<file path="config.mk">
export PLATFORM = sky130hd
export DESIGN_NAME = dma_word_serializer
export DESIGN_NICKNAME = d
export VERILOG_FILES = /design/src/rtl/dma_ser_pkg.sv /design/src/rtl/dma_word_serializer_sel_counter.sv /design/src/rtl/dma_word_serializer.sv
export SDC_FILE = /design/constraint.sdc
export NUM_CORES = 1
export LEC_CHECK = 0
export ABC_AREA = 1
export CAP_MARGIN = 30
export CORE_UTILIZATION = 45
export DETAILED_ROUTE_END_ITERATION = 8
export HOLD_SLACK_MARGIN = 0.1
export PLACE_DENSITY = 0.71
export SYNTH_ARGS = -nofsm -noshare
export SYNTH_HDL_FRONTEND = slang
export SYNTH_HIERARCHICAL = 1
export SYNTH_SLANG_ARGS = --single-unit
export TNS_END_PERCENT = 20
</file>
<file path="constraint.sdc">
create_clock -name clk -period 4.7 [get_ports clk]
set_input_delay 0.47 -clock clk [delete_from_list [all_inputs] [get_ports clk]]
set_output_delay 0.47 -clock clk [all_outputs]
set_load 0.02 [all_outputs]
</file>
<file path="src/rtl/dma_ser_pkg.sv">
// dma_ser_pkg: shared widths, state encoding and select-step helper for the word serializer
package dma_ser_pkg;

    localparam int SEL_W  = 5;
    localparam int WORD_W = 2 ** SEL_W;

    typedef enum logic {
        IDLE  = 1'b0,
        SHIFT = 1'b1
    } state_t;

    // dir=0 counts up (LSB first), dir=1 counts down (MSB first)
    function automatic logic [SEL_W-1:0] next_sel(input logic [SEL_W-1:0] sel, input logic dir);
        return dir ? sel - SEL_W'(1) : sel + SEL_W'(1);
    endfunction

endpackage

</file>
<file path="src/rtl/dma_word_serializer_sel_counter.sv">
// ser_sel_counter: mux select counter with load/step/clear and end-index compare
module ser_sel_counter
    import dma_ser_pkg::*;
#(
    parameter int SEL_W = 5,
    parameter bit DIR   = 1'b0
) (
    input  logic             clk,
    input  logic             rst,
    input  logic             active,
    input  logic             clear,
    input  logic             load,
    input  logic [SEL_W-1:0] load_val,
    input  logic             step,
    input  logic [SEL_W-1:0] end_val,
    output logic [SEL_W-1:0] sel,
    output logic             last
);

    logic [SEL_W-1:0] sel_d, sel_q;

    // clear wins over load so an abort can never start a new word
    always_comb begin
        sel_d = clear ? '0 : load ? load_val : step ? next_sel(sel_q, DIR) : sel_q;
    end

    always_ff @(posedge clk or posedge rst) begin
        if (rst) sel_q <= '0;
        else     sel_q <= sel_d;
    end

    assign sel  = sel_q;
    assign last = active & (sel_q == end_val);

endmodule

</file>
<file path="src/rtl/dma_word_serializer.sv">
// dma_word_serializer: holds a DMA word and steps a mux select across it, one bit per output handshake
module dma_word_serializer
    import dma_ser_pkg::*;
#(
    parameter int SEL_W     = 5,
    parameter bit MSB_FIRST = 1'b0
) (
    input  logic                  clk,
    input  logic                  rst,
    input  logic [2**SEL_W-1:0]   in_data,
    input  logic [SEL_W-1:0]      in_len,
    input  logic                  in_valid,
    output logic                  in_ready,
    input  logic                  abort,
    output logic                  out_bit,
    output logic                  out_valid,
    input  logic                  out_ready,
    output logic                  out_last,
    output logic [SEL_W-1:0]      sel,
    output logic                  busy
);

    state_t              state_d, state_q;
    logic [2**SEL_W-1:0] word_d, word_q;
    logic [SEL_W-1:0]    len_d, len_q;
    logic                hs, load, done;

    assign out_valid = (state_q == SHIFT);
    assign busy      = out_valid;
    assign hs        = out_valid & out_ready;
    assign done      = hs & out_last;
    // a finishing word frees the register in the same cycle, giving zero-bubble reloads
    assign in_ready  = ~abort & (~out_valid | done);
    assign load      = in_valid & in_ready;
    assign out_bit   = word_q[sel];

    always_comb begin
        state_d = abort ? IDLE : load ? SHIFT : done ? IDLE : state_q;
        word_d  = load ? in_data : word_q;
        len_d   = load ? in_len : len_q;
    end

    always_ff @(posedge clk or posedge rst) begin
        if (rst) begin
            state_q <= IDLE;
            word_q  <= '0;
            len_q   <= '0;
        end else begin
            state_q <= state_d;
            word_q  <= word_d;
            len_q   <= len_d;
        end
    end

    ser_sel_counter #(
        .SEL_W (SEL_W),
        .DIR   (MSB_FIRST)
    ) u_cnt (
        .clk      (clk),
        .rst      (rst),
        .active   (out_valid),
        .clear    (abort | (done & ~load)),
        .load     (load),
        .load_val (MSB_FIRST ? in_len : '0),
        .step     (hs & ~out_last),
        .end_val  (MSB_FIRST ? '0 : len_q),
        .sel      (sel),
        .last     (out_last)
    );

endmodule

</file>
Yosys cells after proc, flatten, opt, wreduce, memory -nomap -nowiden
Cells that the tools add are included.
{"block": "classes", "mux": 8, "magnitude_cmp": 1, "reduce_logical": 2, "eq_ne": 1, "n_bitwise": 13, "addsub": 1}
{"operator": "two-way mux 5 bit", "count": 3}
{"operator": "AND 1 bit", "count": 7}
{"operator": "less-than comparator 5 x 6 -> 1 bit, second input constant", "count": 1}
{"operator": "nonzero test 3 bit", "count": 2}
{"operator": "adder 5 x 1 -> 5 bit, second input constant", "count": 1}
{"operator": "binary-select mux 1 bit (select 5 bit)", "count": 1}
{"operator": "== test 5 bit", "count": 1}
{"operator": "two-way mux 1 bit", "count": 4}
{"operator": "NOT 1 bit", "count": 4}
{"operator": "OR 1 bit", "count": 2}
{"block": "word_totals", "elab_cells": 30, "reg_bits": 43}

Depth between registers and ports, before layout
{"block": "depth", "ltp_word": 10, "mapped_depth": 18}

By module
The synthesis kept the hierarchy.
{"module": "dma_word_serializer", "n_inst": 1, "seq_area_each_um2": 950.9, "cells_per_inst": 249, "area_per_inst_um2": 1924.3}
{"module": "ser_sel_counter", "n_inst": 1, "seq_area_each_um2": 125.1, "cells_per_inst": 63, "area_per_inst_um2": 401.6}

Least setup slack after synthesis
OpenSTA, ideal clock, no wires.
{"block": "synth_path", "path_type": "register to register", "startpoint": "reg u_cnt.sel_q[2], in the netlist u_cnt/sel[2]", "endpoint": "reg u_cnt.sel_q[2], in the netlist u_cnt/sel[2]", "setup_time_ns": 0.120, "arrival_ns": 2.413, "slack_ns": 2.166, "stages_incl_launch_ff": 17, "period_less_slack_ns": 2.534, "cell_sequence": "dfrtp_1 buf_2 xnor2_1 nand2_1 nor2_1 nand3_1 nand2_1 inv_2 nor2_4 nand2_2 clkinv_2 buf_2 inv_2 nor2_1 nor2_1 o21ai_1 nand2_1"}
{"block": "synth_between", "elab_chain_cells": 10, "word_cells_on_any_way": 16, "cone_classes": "add/sub: 1; eq/ne: 1; mux: 3; bitwise: 10; reduce/logical: 1"}
{"element": "start, declared", "line": "dma_word_serializer_sel_counter.sv:20", "source": "logic [SEL_W-1:0] sel_d, sel_q;"}
{"element": "start signal, assigned", "line": "dma_word_serializer_sel_counter.sv:29", "source": "else sel_q <= sel_d;"}
{"element": "== test 5 bit *", "line": "dma_word_serializer_sel_counter.sv:33", "source": "assign last = active & (sel_q == end_val);"}
{"element": "AND 1 bit *", "line": "dma_word_serializer_sel_counter.sv:33"}
{"element": "net out_last", "line": "dma_word_serializer.sv:18", "source": "output logic out_last,"}
{"element": "AND 1 bit *", "line": "dma_word_serializer.sv:31", "source": "assign done = hs & out_last;"}
{"element": "OR 1 bit *", "line": "dma_word_serializer.sv:33", "source": "assign in_ready = ~abort & (~out_valid | done);"}
{"element": "AND 1 bit *", "line": "dma_word_serializer.sv:33"}
{"element": "net in_ready", "line": "dma_word_serializer.sv:13", "source": "output logic in_ready,"}
{"element": "AND 1 bit *", "line": "dma_word_serializer.sv:34", "source": "assign load = in_valid & in_ready;"}
{"element": "net load", "line": "dma_word_serializer.sv:26", "source": "logic hs, load, done;"}
{"element": "NOT 1 bit", "line": "dma_word_serializer.sv:62", "source": ".clear (abort | (done & ~load)),"}
{"element": "AND 1 bit", "line": "dma_word_serializer.sv:62"}
{"element": "OR 1 bit", "line": "dma_word_serializer.sv:62"}
{"element": "nonzero test 3 bit (no line) or two-way mux 5 bit (tied branches)"}
The timed path passes the listed nets; every way through them passes the cells marked *. The select of a mux whose other input is x is not followed.
A chain may end at the register's enable or synchronous reset.

Worst setup path in the final report
{"block": "layout_path", "startpoint": "reg u_cnt.sel_q[1], in the netlist u_cnt/sel[1]", "endpoint": "reg len_q[2]"}
{"block": "layout_between", "elab_chain_cells": 6}
{"element": "== test 5 bit", "line": "dma_word_serializer_sel_counter.sv:33"}
{"element": "AND 1 bit", "line": "dma_word_serializer_sel_counter.sv:33"}
{"element": "AND 1 bit", "line": "dma_word_serializer.sv:31"}
{"element": "OR 1 bit", "line": "dma_word_serializer.sv:33"}
{"element": "AND 1 bit", "line": "dma_word_serializer.sv:33"}
{"element": "AND 1 bit", "line": "dma_word_serializer.sv:34"}
{"element": "end signal, assigned", "line": "dma_word_serializer.sv:51", "source": "len_q <= len_d;"}
{"element": "end, declared", "line": "dma_word_serializer.sv:25", "source": "logic [SEL_W-1:0] len_d, len_q;"}
No other way between the ends.

==> metrics.md <==
| Metric | Value |
|---|---|
| CTS H-tree depth | 2 |
| Final Hold Vio Count | 0 |
| Num CTS Buffers | 5 |
| Dpl hpwl | 3360 um |
| Post-route cell area | a little under 0.003 mm2 |
| Cell Rows | 25 |
| Synthesized area | around 0.0023 mm2 |
| Syn. warnings | 6 |
| Final core occ | roughly three fifths |
| First-pass GRT wire length | ~8300 um |
| Routed Antenna Nets | 0 |
| Most frequent cells in the layout | nand2_1, clkdlybuf4s50_1, dfrtp_1, nand3_1, nand2_2 |
| Total Nets Final | roughly 410 |
| CTS tree | built |
| Crit. End Element | flop |
| DR vias | 1994 |
| Sequential Area | approximately 0.0011 mm2 |
| Die height | 73.9 um |
| Core box area | ~0.0048 mm2 |
| Share of layout cells above drive strength 1 | 10.7% |
| Reg2reg path depth | 15 |
| # diodes | 0 |
| RSZ-0062 raised after global routing | false |
| Sink Count | 43 |
| Ranking of synthesized cells by area | dfrtp_1, nand2_1, nand3_1 |
| P_leak | ~1.5 nW |
| CTS root buffer | clkbuf_8 |
| Max Clk Rate | 0.341 GHz |
| GRT Util Overall | 20.4% |
| Post-DR vias/cell | about 4.6 |
| Critical path arrival | approximately 3.2 ns |
| DP Cell Count | 423 |
| Status | finished clean |
| Count of cell types in the netlist | 23 |
| Final Max Tran Viols | 0 |
| Layout area overhead | 24.9% |
| Final Skew | 0.00586 ns |
| Worst flop-to-flop path startpoint | u_cnt/sel[1] |
| Worst-case clock buffer depth | 2 |
| Final wirelength | roughly 4800 um |
| Avg WL per Cell | between 10 and 15 um |
| Non-filler cells, final | between 400 and 500 |
| Worst Hold Class | input pin to asynchronous set/reset pin |
| Measured slew at the worst slew-check pin | ~0.65 ns |
| Mapped Cells | between 300 and 400 |
| PD cells | ~320 mW/mm2 |
| Max transition margin | approximately 56% |
| Starting DRC count in detailed routing | around 140 |
| Detailed-router iteration count before antenna repair | 4 |
| Sum Neg Setup Slack | 0 ns |
| Hold Buf Count CTS | 0 |
| Avg Cell Area, Syn | 7.46 um2 |
| # port buffers | a little over 50 |
| Setup Buffers After CTS | 0 |
| Die area | between 0.005 and 0.006 mm2 |
| FF+latch count, synth | 43 |
| Total of max-cap violations | 0 |
| Tmin final | 2.93 ns |
| Multi-input gate area | between 0.001 and 0.0015 mm2 |
| Skew-Pair Late Insertion Delay | around 0.3 ns |
| # setup viols final | 0 |
| Placed cell areas | 0.00282 mm2 |
| Worst Path Required | approximately 5 ns |
| Sequential element share of the synthesized area | a little under half |
| Final worst-path cycle share | roughly 62% |
| RR Endpoint | len_q[2] |
| Max FO, Critical Path | 38 |
| Worst setup SP type | flop |
| Initial antenna violation count | 0 |
| Largest net degree at the start of global routing | 39 |
| Reg clk slew, reported paths | around 0.08 ns |
| # IOs | 52 |
| GRT overflow | 0 |
| DRC Markers | 0 |
| Synth top area share | between 40% and 50% |
| IR Drop Worst-Case VDD | around 190 uV |
| Die Wd | roughly 74 um |
| Number of fill cells | approximately 460 |
| # resized after CTS | 0 |
| Worst Path Class, Setup | flop to flop |
| Number of global-route vias before repair | ~1900 |
| Starting Density | 48.0% |
| FF-to-FF setup slack | 1.77 ns |
| Area leader, netlist | dfrtp_1 |
| GP Congestion | around 0.80 |
| Commonest non-fill, non-tap cell in the layout | nand2_1 |
| Total power | 0.000918 W |
## sequential cells by signal (all words and copies together) (netlist names)
| signal | cells |
|---|---|
| busy | 1 |
| len_q | 5 |
| u_cnt/sel | 5 |
| word_q | 32 |
## critical path, cell delays in order (launching register included)
cell and delay (ns):
dfrtp_1 0.66, inv_1 0.11, nand2_1 0.08, o21ai_1 0.06, nor2_1 0.08, nand2_1 0.05
nor2_1 0.16, nand3_1 0.11, nand2_1 0.09, inv_2 0.05, nor2_4 0.09, nand2_2 0.39
clkinv_2 0.31, buf_4 0.43, nand2_1 0.11, nand2_1 0.08
## synth_stat cells
master      n
or2_1       1
o21bai_2    1
xnor2_1     2
buf_4       3
o21bai_1    1
o21ai_1     6
xor2_1      1
buf_12      2
nand4_1     2
inv_2       4
nand2_1   159
conb_1      1
nand2_2    21
ha_1        1
nand3_1    29
dfrtp_1    43
nor3_2      1
clkinv_2    1
nor2_1     13
nor2_4      1
buf_2       4
buf_6       5
inv_1      10
## area by class of cell
type,count,share of cell area [%]
Tap cell,67,2.89
Inverter,15,1.98
Clock buffer,6,2.50
Multi-Input combinational cell,244,36.8
Clock inverter,2,0.431
Timing Repair Buffer,54,18.4
Sequential cell,43,37.1
## per-stage QoR
step	setup slack [ns]	hold slack [ns]
after floorplan	2.17	0.249
after global placement	1.92	0.464
after detailed placement	1.79	0.466
after CTS	1.73	0.405
after global routing	1.39	0.436
final	1.77	0.403
## kinds of logic (layout without fill, tap and decap cells)
group	count (synthesis)	count (layout)	synth area share [%]
AOI/OAI and AO/OA	8	8	2.10
adders and majority gates	1	1	0.538
buffers and inverters	29	77	8.45
and+or+nand+nor	227	227	41.4
other	1	5	0.161
DFF	43	43	46.3
xor gates and xnor gates	3	3	1.13
## per-layer routing
metal | GRT usage [%] | routed length, um | up-vias
met2 | 34.7 | 2320 | 42
met5 | 0 | 0 | -
met4 | 7.91 | 61 | 0
met1 | 25.7 | 2270 | 897
met3 | 3.84 | 186 | 5
li1 | - | - | 1050
## report_power, final
group          internal (W)  leakage (nW)  switching, W
logic              0.000104         0.881      0.000121
clock network      0.000104        0.0412      0.000126
registers          0.000425         0.541     0.0000380
## worst max-delay path by stage
stage / from / end / slack [ns] / cells after the start
floorplan: u_cnt/sel[2] / u_cnt/sel[2] / 2.17 / 16
global placement: u_cnt/sel[1] / word_q[24] / 1.92 / 15
detailed placement: u_cnt/sel[1] / len_q[1] / 1.79 / 15
CTS: u_cnt/sel[1] / len_q[1] / 1.73 / 15
global route: u_cnt/sel[1] / word_q[25] / 1.39 / 15
finish: u_cnt/sel[1] / len_q[2] / 1.77 / 15
No activity file was read; power rests on OpenSTA's default activity.
